<file path="src/rtl/output_link_tx.sv">
// Router output link transmitter: per-VC allocation tracking,
// on/off flow control and a registered flit stage onto the link.
package link_pkg;
  localparam int VC_SIZE_P = 1;
  localparam int DATA_W    = 32;

  typedef enum logic [1:0] {
    HEAD,
    BODY,
    TAIL,
    HEADTAIL
  } flit_label_t;

  typedef struct packed {
    flit_label_t            label;
    logic [VC_SIZE_P-1:0]   vc_id;
    logic [DATA_W-1:0]      data;
  } flit_t;

  typedef enum logic [1:0] {
    S_IDLE,
    S_ALLOC,
    S_ACTIVE
  } vc_state_e;
endpackage

module output_link_tx
  import link_pkg::*;
#(
  parameter int VC_NUM  = 2,
  parameter int VC_SIZE = 1,
  parameter int CNT_W   = 16
) (
  input  logic               clk,
  input  logic               rst,
  input  flit_t              data_i,
  input  logic               valid_i,
  input  logic               vc_alloc_i,
  input  logic [VC_SIZE-1:0] vc_alloc_id_i,
  input  logic [VC_NUM-1:0]  on_off_i,
  output flit_t              data_o,
  output logic               valid_o,
  output logic [VC_NUM-1:0]  is_allocatable_o,
  output logic [VC_NUM-1:0]  is_on_o,
  output logic               err_o,
  output logic [CNT_W-1:0]   flit_cnt_o
);

  vc_state_e         state_q [VC_NUM];
  vc_state_e         state_d [VC_NUM];
  logic [VC_NUM-1:0] is_on_q;
  logic [VC_NUM-1:0] is_on_d;
  flit_t             data_q;
  flit_t             data_d;
  logic              valid_q;
  logic              valid_d;
  logic              err_q;
  logic              err_d;
  logic [CNT_W-1:0]  cnt_q;
  logic [CNT_W-1:0]  cnt_d;

  logic              legal;
  logic              tx;
  logic              alloc_bad;
  vc_state_e         tx_st;

  always_comb begin
    tx_st = state_q[data_i.vc_id];
    legal = 1'b0;
    unique case (1'b1)
      tx_st == S_ALLOC:
        legal = (data_i.label == HEAD) ||
                (data_i.label == HEADTAIL);
      tx_st == S_ACTIVE:
        legal = (data_i.label == BODY) ||
                (data_i.label == TAIL);
      default: legal = 1'b0;
    endcase
    tx = valid_i & is_on_q[data_i.vc_id] & legal;
    alloc_bad = vc_alloc_i &
                (state_q[vc_alloc_id_i] != S_IDLE);
  end

  // Allocation and transmit both key off the pre-edge state, so
  // a tail release and re-allocation of one VC never coincide.
  always_comb begin
    for (int v = 0; v < VC_NUM; v++) begin
      state_d[v] = state_q[v];
      if (tx && int'(data_i.vc_id) == v) begin
        unique case (data_i.label)
          HEAD:     state_d[v] = S_ACTIVE;
          HEADTAIL: state_d[v] = S_IDLE;
          BODY:     state_d[v] = S_ACTIVE;
          TAIL:     state_d[v] = S_IDLE;
          default:  state_d[v] = state_q[v];
        endcase
      end
      if (vc_alloc_i && int'(vc_alloc_id_i) == v &&
          state_q[v] == S_IDLE) begin
        state_d[v] = S_ALLOC;
      end
    end
  end

  always_comb begin
    is_on_d = on_off_i;
    valid_d = tx;
    data_d  = tx ? data_i : data_q;
    cnt_d   = cnt_q + {{(CNT_W-1){1'b0}}, tx};
    err_d   = err_q | (valid_i & ~tx) | alloc_bad;
  end

  always_ff @(posedge clk or negedge rst) begin
    if (!rst) begin
      for (int v = 0; v < VC_NUM; v++) begin
        state_q[v] <= S_IDLE;
      end
      is_on_q <= '1;
      data_q  <= '0;
      valid_q <= 1'b0;
      err_q   <= 1'b0;
      cnt_q   <= '0;
    end else begin
      for (int v = 0; v < VC_NUM; v++) begin
        state_q[v] <= state_d[v];
      end
      is_on_q <= is_on_d;
      data_q  <= data_d;
      valid_q <= valid_d;
      err_q   <= err_d;
      cnt_q   <= cnt_d;
    end
  end

  always_comb begin
    for (int v = 0; v < VC_NUM; v++) begin
      is_allocatable_o[v] = (state_q[v] == S_IDLE);
    end
  end

  assign is_on_o    = is_on_q;
  assign data_o     = data_q;
  assign valid_o    = valid_q;
  assign err_o      = err_q;
  assign flit_cnt_o = cnt_q;

endmodule

</file>
<file path="config.mk">
export PLATFORM = sky130hd
export DESIGN_NAME = output_link_tx
export DESIGN_NICKNAME = d
export VERILOG_FILES = /design/src/rtl/output_link_tx.sv
export SDC_FILE = /design/constraint.sdc
export NUM_CORES = 1
export LEC_CHECK = 0
export CORE_MARGIN = 2
export CORE_UTILIZATION = 30
export CTS_BUF_LIST = sky130_fd_sc_hd__clkbuf_16
export DETAILED_ROUTE_END_ITERATION = 7
export PLACE_DENSITY = 0.6
export SLEW_MARGIN = 10
export SYNTH_ARGS = -nofsm -noshare
export SYNTH_HDL_FRONTEND = slang
export SYNTH_SLANG_ARGS = --single-unit
export TNS_END_PERCENT = 30
</file>
<file path="constraint.sdc">
create_clock -name clk -period 5 [get_ports clk]
set_clock_uncertainty 0.2 [all_clocks]
set_input_delay 0.5 -clock clk [delete_from_list [all_inputs] [get_ports clk]]
set_output_delay 0.5 -clock clk [all_outputs]
set_load 0.01 [all_outputs]
</file>
==> results.py, run 1 <==
metrics = {
    "setup_path": {
        "worst_ep_required_time_ns": 5.04,
        "max_stage_delay_ns": 0.60,
        "worst-r2r-cell-count": 10,
        "cp_max_fo": 6,
        "endpoint_kind": "flip-flop",
        "path_cells": "clkdlybuf4s50_1, mux2i_1, inv_1, ha_1, nor3_2, nor2b_4, ha_1, ha_1, and3_1, and3_1, xor2_1",
        "cp.arrival_ns": 3.19,
        "reg2reg_slack_ns": 2.32,
        "reg2reg_to": "flit_cnt_o[8]",
        "path_common_cell": "ha_1",
        "regToRegStartpoint": "state_q[3]",
        "worstSetupStartpointType": "input port",
        "worstSetupPathType": "in2reg",
        "crit_slowest_cell": "clkdlybuf4s50_1",
    },
    "power_and_ir_drop": {
        "p_total_mw": 2.07,
        "leakage_nw": 1.74,
        "p_per_area_nw_per_um2": 537,
        "vdd_drop_max_v": 0.000248,
    },
    "placed_design": {
        "port_buffers": 98,
        "pre_cts_slack_ns": 1.52,
        "dp_cells": 367,
        "dp_hpwl_mm": 3.65,
        "place_congestion": 0.752,
        "placed_cell_area_um2": 3590,
    },
    "drt": {
        "drt_wl_total_mm": 5.16,
        "vias_per_cell": 4.35,
        "wl_per_cell_um": 13.5,
        "first_pass_iters": 3,
        "drtIter0Drc": 10,
        "vias": 1663,
        "ant_nets": 0,
        "drc": 0,
    },
    "timing": {
        "max_slew_margin_pct": 51.6,
        "hold_ws_ns": 0.140,
        "finalCriticalPeriod_ns": 3.16,
        "worst_slack_ns": 1.84,
        "setup_violations": 0,
        "max_freq_mhz": 317,
        "worst_pin_slew_ns": 0.726,
        "setup_tns_ns": 0,
        "drv_slew": 0,
        "rsz0062_at_grt": "no",
        "finalHoldViolations": 0,
        "timing.final.crit_share_pct": 63.1,
    },
    "finish": {
        "layout_common_cells": "97 x clkdlybuf4s50_1, 57 x dfrtp_1, 28 x mux2_4",
        "regArea_um2": 1480,
        "multi_input_area_um2": 968,
        "nFillCells": 720,
        "final_cell_area_um2": 3860,
        "layout.nets": 321,
        "post-route-util_pct": 47.0,
        "final_common_cell": "clkdlybuf4s50_1",
        "n_antenna_cell": 0,
        "final_cells": 382,
        "drive_gt1_share_pct": 19.5,
        "areaGrowthSynthToFinish_pct": 52.4,
    },
    "grt": {
        "grt-ovfl-total": 0,
        "antenna_found_initial": 0,
        "grt_start_max_net_pins": 60,
        "grt_usage_pct": 11.6,
        "grt_pass1_wl_mm": 7.99,
        "grt_pass1_vias": 1681,
    },
    "clock_network": {
        "clk_latency_ns": 0.31,
        "cts_tree": "built",
        "clk_path_buf_depth": 2,
        "cts_made_buffers": 9,
        "post_cts_buffers": 0,
        "ctsResizeCount": 0,
        "clock-sinks": 59,
        "path_clk_slew_ns": 0.05,
        "cts_root_buffer": "clkbuf_16",
        "holdBufCountCts": 0,
        "cts.htree.levels": 3,
    },
    "logic_synthesis": {
        "avgSynthCellArea_um2": 15.2,
        "yosysSeqAreaShare_pct": 58.3,
        "synth_flop_cell": "dfrtp_1",
        "synth_seq_cells": 59,
        "syn_nets": 215,
        "synth-edff-count": 0,
        "synth_cells": 167,
        "ys_types": 26,
        "syn_area_um2": 2530,
        "yosys_warnings": 0,
        "synth-async-reset-ratio_pct": 100,
    },
    "floorplan": {
        "die_x_um": 95.9,
        "row_count": 33,
        "start_util_pct": 30.9,
        "fp.dieH_um": 95.9,
        "core-area_um2": 8220,
        "die_area_um2": 9200,
        "ioPinCount": 99,
    },
    "flow_run": {
        "drv_cap": 0,
    },
    "min_path": {
        "hold_path.class": "in2async",
    },
    "run_status": {
        "status": "completed",
    },
}
==> logic make-up after synthesis <==
group	share of synthesized area (%)
compound gates	1.88
simple gates	6.91
flops	58.3
mux	21.3
buf+inv	3.75
xor+xnor	4.84
fa+ha+maj	2.96
==> critical path, delay by kind of cell <==
kind                       cells  cell delay (ns)
buffers and inverters          2             0.66
and+or+nand+nor                4             0.90
adders and majority gates      3             0.72
xor gates and xnor gates       1             0.14
muxes                          1             0.26
==> synth_stat cells, types with 2 or more instances <==
master / n / share of area (%)
xor2_1: 5 / 1.7
nand3_1: 11 / 2.2
mux2i_1: 3 / 1.2
o21ai_0: 2 / 0.39
nor3_1: 2 / 0.39
dfstp_2: 2 / 2.1
nand2_1: 2 / 0.30
buf_12: 3 / 2.4
nor2b_1: 2 / 0.49
nand2b_1: 2 / 0.49
dfrtp_1: 57 / 56
mux2_2: 8 / 3.6
nor2_1: 3 / 0.44
mux2_4: 28 / 17
inv_1: 5 / 0.74
xnor2_1: 9 / 3.1
ha_1: 6 / 3.0
and3_1: 9 / 2.2
==> area by class of cell <==
cell class,count,area share [%]
Sequential cell,59,38.3
Timing Repair Buffer,100,25.6
Multi-Input combinational cell,98,25.1
Clock buffer,9,5.83
Tap cell,105,3.40
Clock inverter,6,1.30
Inverter,5,0.486
==> state kept, by name, summed over array words and instances, names as in the netlist <==
name	flops
flit_cnt_o	16
state_q	4
is_on_o	2
err_o	1
data_o	35
valid_o	1
==> worst max-delay path by stage <==
stage,from,end,depth (start not counted)
after floorplan,data_i[32],flit_cnt_o[8],13
after CTS,data_i[32],flit_cnt_o[8],11
after detailed placement,data_i[32],flit_cnt_o[8],11
after global routing,data_i[32],flit_cnt_o[8],11
after global placement,data_i[32],flit_cnt_o[8],11
final,data_i[32],flit_cnt_o[8],11
==> power by group <==
group,switching [mW],internal (mW)
combinational,0.251,0.510
sequential,0.103,0.647
clock,0.189,0.373
total,0.544,1.53
==> routing by layer <==
metal	vias to the layer above	global-route usage (%)	wire [um]
met5	-	0	0
met4	0	5.36	38
met3	4	4.39	444
met2	66	18.2	2400
met1	802	14.0	2270
li1	791	-	-
Note: power is estimated with default switching activity, not from simulation.
==> run 2, diff against run 1 <==
==> constraint.sdc (replaced) <==
create_clock -name clk -period 3.2 [get_ports clk]
set_clock_uncertainty 0.2 [all_clocks]
set_input_delay 0.32 -clock clk [delete_from_list [all_inputs] [get_ports clk]]
set_output_delay 0.32 -clock clk [all_outputs]
set_load 0.01 [all_outputs]
==> results.py, run 2 (same netlist as run 1, synthesis figures left out) <==
metrics = {
    "clock_network": {
        "cts.htree.levels": 3,
        "cts_made_buffers": 9,
        "post_cts_buffers": 0,
        "cts_root_buffer": "clkbuf_16",
        "cts_tree": "built",
        "path_clk_slew_ns": 0.05,
        "clk_path_buf_depth": 2,
        "clock-sinks": 59,
        "clk_latency_ns": 0.32,
    },
    "drt": {
        "ant_nets": 0,
        "drc": 0,
        "drtIter0Drc": 33,
        "first_pass_iters": 3,
        "wl_per_cell_um": 13.7,
        "drt_wl_total_mm": 5.29,
        "vias": 1698,
        "vias_per_cell": 4.39,
    },
    "finish": {
        "largest_register_ffs": 35,
        "layout.nets": 325,
        "drive_gt1_share_pct": 22.0,
        "areaGrowthSynthToFinish_pct": 56.3,
        "multi_input_area_um2": 968,
        "layout_common_cells": "97 x clkdlybuf4s50_1, 57 x dfrtp_1, 28 x mux2_4",
        "final_common_cell": "clkdlybuf4s50_1",
        "regArea_um2": 1480,
        "nFillCells": 736,
        "n_antenna_cell": 0,
    },
    "placed_design": {
        "place_congestion": 0.734,
        "port_buffers": 98,
        "dp_hpwl_mm": 3.68,
    },
    "floorplan": {
        "fp.dieH_um": 95.9,
        "die_x_um": 95.9,
        "ioPinCount": 99,
        "start_util_pct": 30.9,
        "row_count": 33,
        "core-area_um2": 8220,
        "die_area_um2": 9200,
    },
    "grt": {
        "grt-ovfl-total": 0,
        "grt_pass1_wl_mm": 8.34,
        "grt_pass1_vias": 1708,
        "grt_usage_pct": 12.0,
        "antenna_found_initial": 0,
        "grt_start_max_net_pins": 60,
    },
    "power_and_ir_drop": {
        "seqPwrFrac_pct": 34.3,
        "vdd_drop_max_v": 0.000376,
        "internal-power_mw": 2.50,
        "p_clk_share_pct": 30.2,
        "switching_share_pct": 26.2,
        "power.net_switching_mw": 0.889,
        "leakage_nw": 1.77,
        "combPwrFrac_pct": 35.5,
        "p_per_area_nw_per_um2": 856,
    },
    "timing": {
        "max_slew_margin_pct": 50.0,
        "setup_tns_ns": 0,
        "rsz0062_at_grt": "no",
        "max_freq_mhz": 355,
        "drv_slew": 0,
        "hold_ws_ns": 0.203,
        "worst_pin_slew_ns": 0.751,
        "finalHoldViolations": 0,
        "setup_violations": 0,
        "timing.final.crit_share_pct": 88.0,
        "finalCriticalPeriod_ns": 2.82,
    },
    "setup_path": {
        "regToRegStartpoint": "state_q[3]",
        "cp_max_fo": 5,
        "cp.arrival_ns": 2.86,
        "reg2reg_slack_ns": 0.57,
        "setup.worst_path.end": "flit_cnt_o[8]",
        "endpoint_kind": "flip-flop",
        "worst_ep_required_time_ns": 3.24,
        "reg2reg_to": "flit_cnt_o[8]",
        "worst-r2r-cell-count": 10,
        "worstSetupStartpointType": "input port",
        "worstSetupPathType": "in2reg",
        "crit_start": "data_i[32]",
    },
    "min_path": {
        "hp-start": "on_off_i[0]",
        "hold_path.class": "in2reg",
    },
    "run_status": {
        "status": "completed",
    },
    "flow_run": {
        "drv_cap": 0,
    },
}
[run 2: cell count changes in the layout (fill, tap and decap cells not counted), moves of 2 or more]
cell and delta:
clkinv_4 +4, buf_4 +2, clkinv_1 -2, inv_1 -2
[run 2: how the worst min path moves through the flow]
stage / slack (ns) / endpoint / cells past startpoint
after floorplan: -0.18 / data_o[0] / 0
after global placement: 0.29 / data_o[8] / 1
after detailed placement: 0.29 / flit_cnt_o[4] / 1
after CTS: 0.19 / is_on_o[0] / 1
after global routing: 0.20 / is_on_o[0] / 1
final: 0.20 / is_on_o[0] / 1
[run 2: power groups by stage]
| stage | logic (mW) | clock network (mW) | registers (mW) |
|---|---|---|---|
| after floorplan | 0.482 | 0 | 1.27 |
| after global placement | 1.21 | 0 | 1.17 |
| after global routing | 1.30 | 1.09 | 1.20 |
| after detailed placement | 1.22 | 0 | 1.17 |
| after CTS | 1.23 | 1.06 | 1.17 |
| final | 1.20 | 1.02 | 1.16 |
[run 2: layout make-up]
cell class	instances	share of cell area, %
clock buffers	9	5.69
clock inverters	7	2.59
well taps	105	3.32
repair buffers	104	26.2
multi-input cells	98	24.4
inverters	5	0.474
flip-flops and latches	59	37.3
[run 2: metrics by stage]
| step | util (%) | instances | instance area (um2) | power [mW] | worst slack [ns] |
|---|---|---|---|---|---|
| floorplan | - | 167 | 2530 | 1.75 | 0.419 |
| global route | 48.2 | 387 | 3960 | 3.59 | 0.174 |
| detailed placement | 44.1 | 370 | 3620 | 2.39 | 0.0272 |
| CTS | 48.2 | 387 | 3960 | 3.45 | 0.360 |
| finish | 48.2 | 387 | 3960 | 3.39 | 0.384 |
| global placement | 44.1 | 370 | 3620 | 2.38 | 0.0940 |
[run 2: critical path: stages]
cell	delay [ns]
clkdlybuf4s50_1	0.53
mux2i_1	0.26
inv_1	0.07
ha_1	0.28
nor3_2	0.19
nor2b_4	0.21
ha_1	0.22
ha_1	0.18
and3_1	0.25
and3_1	0.19
xor2_1	0.14
[run 2: what timing repair did]
item                                   in CTS  in global routing
gates resized for setup                     0                  0
endpoints found under the hold margin      57                  0
hold buffers                                1                  0
[run 2: layer usage]
metal / track usage, % / vias to the layer above / share of wire, %
li1: - / 807 / -
met1: 15.5 / 814 / 44
met2: 17.6 / 71 / 46
met3: 5.95 / 6 / 9.6
met4: 3.93 / 0 / 1.0
met5: 0 / - / 0
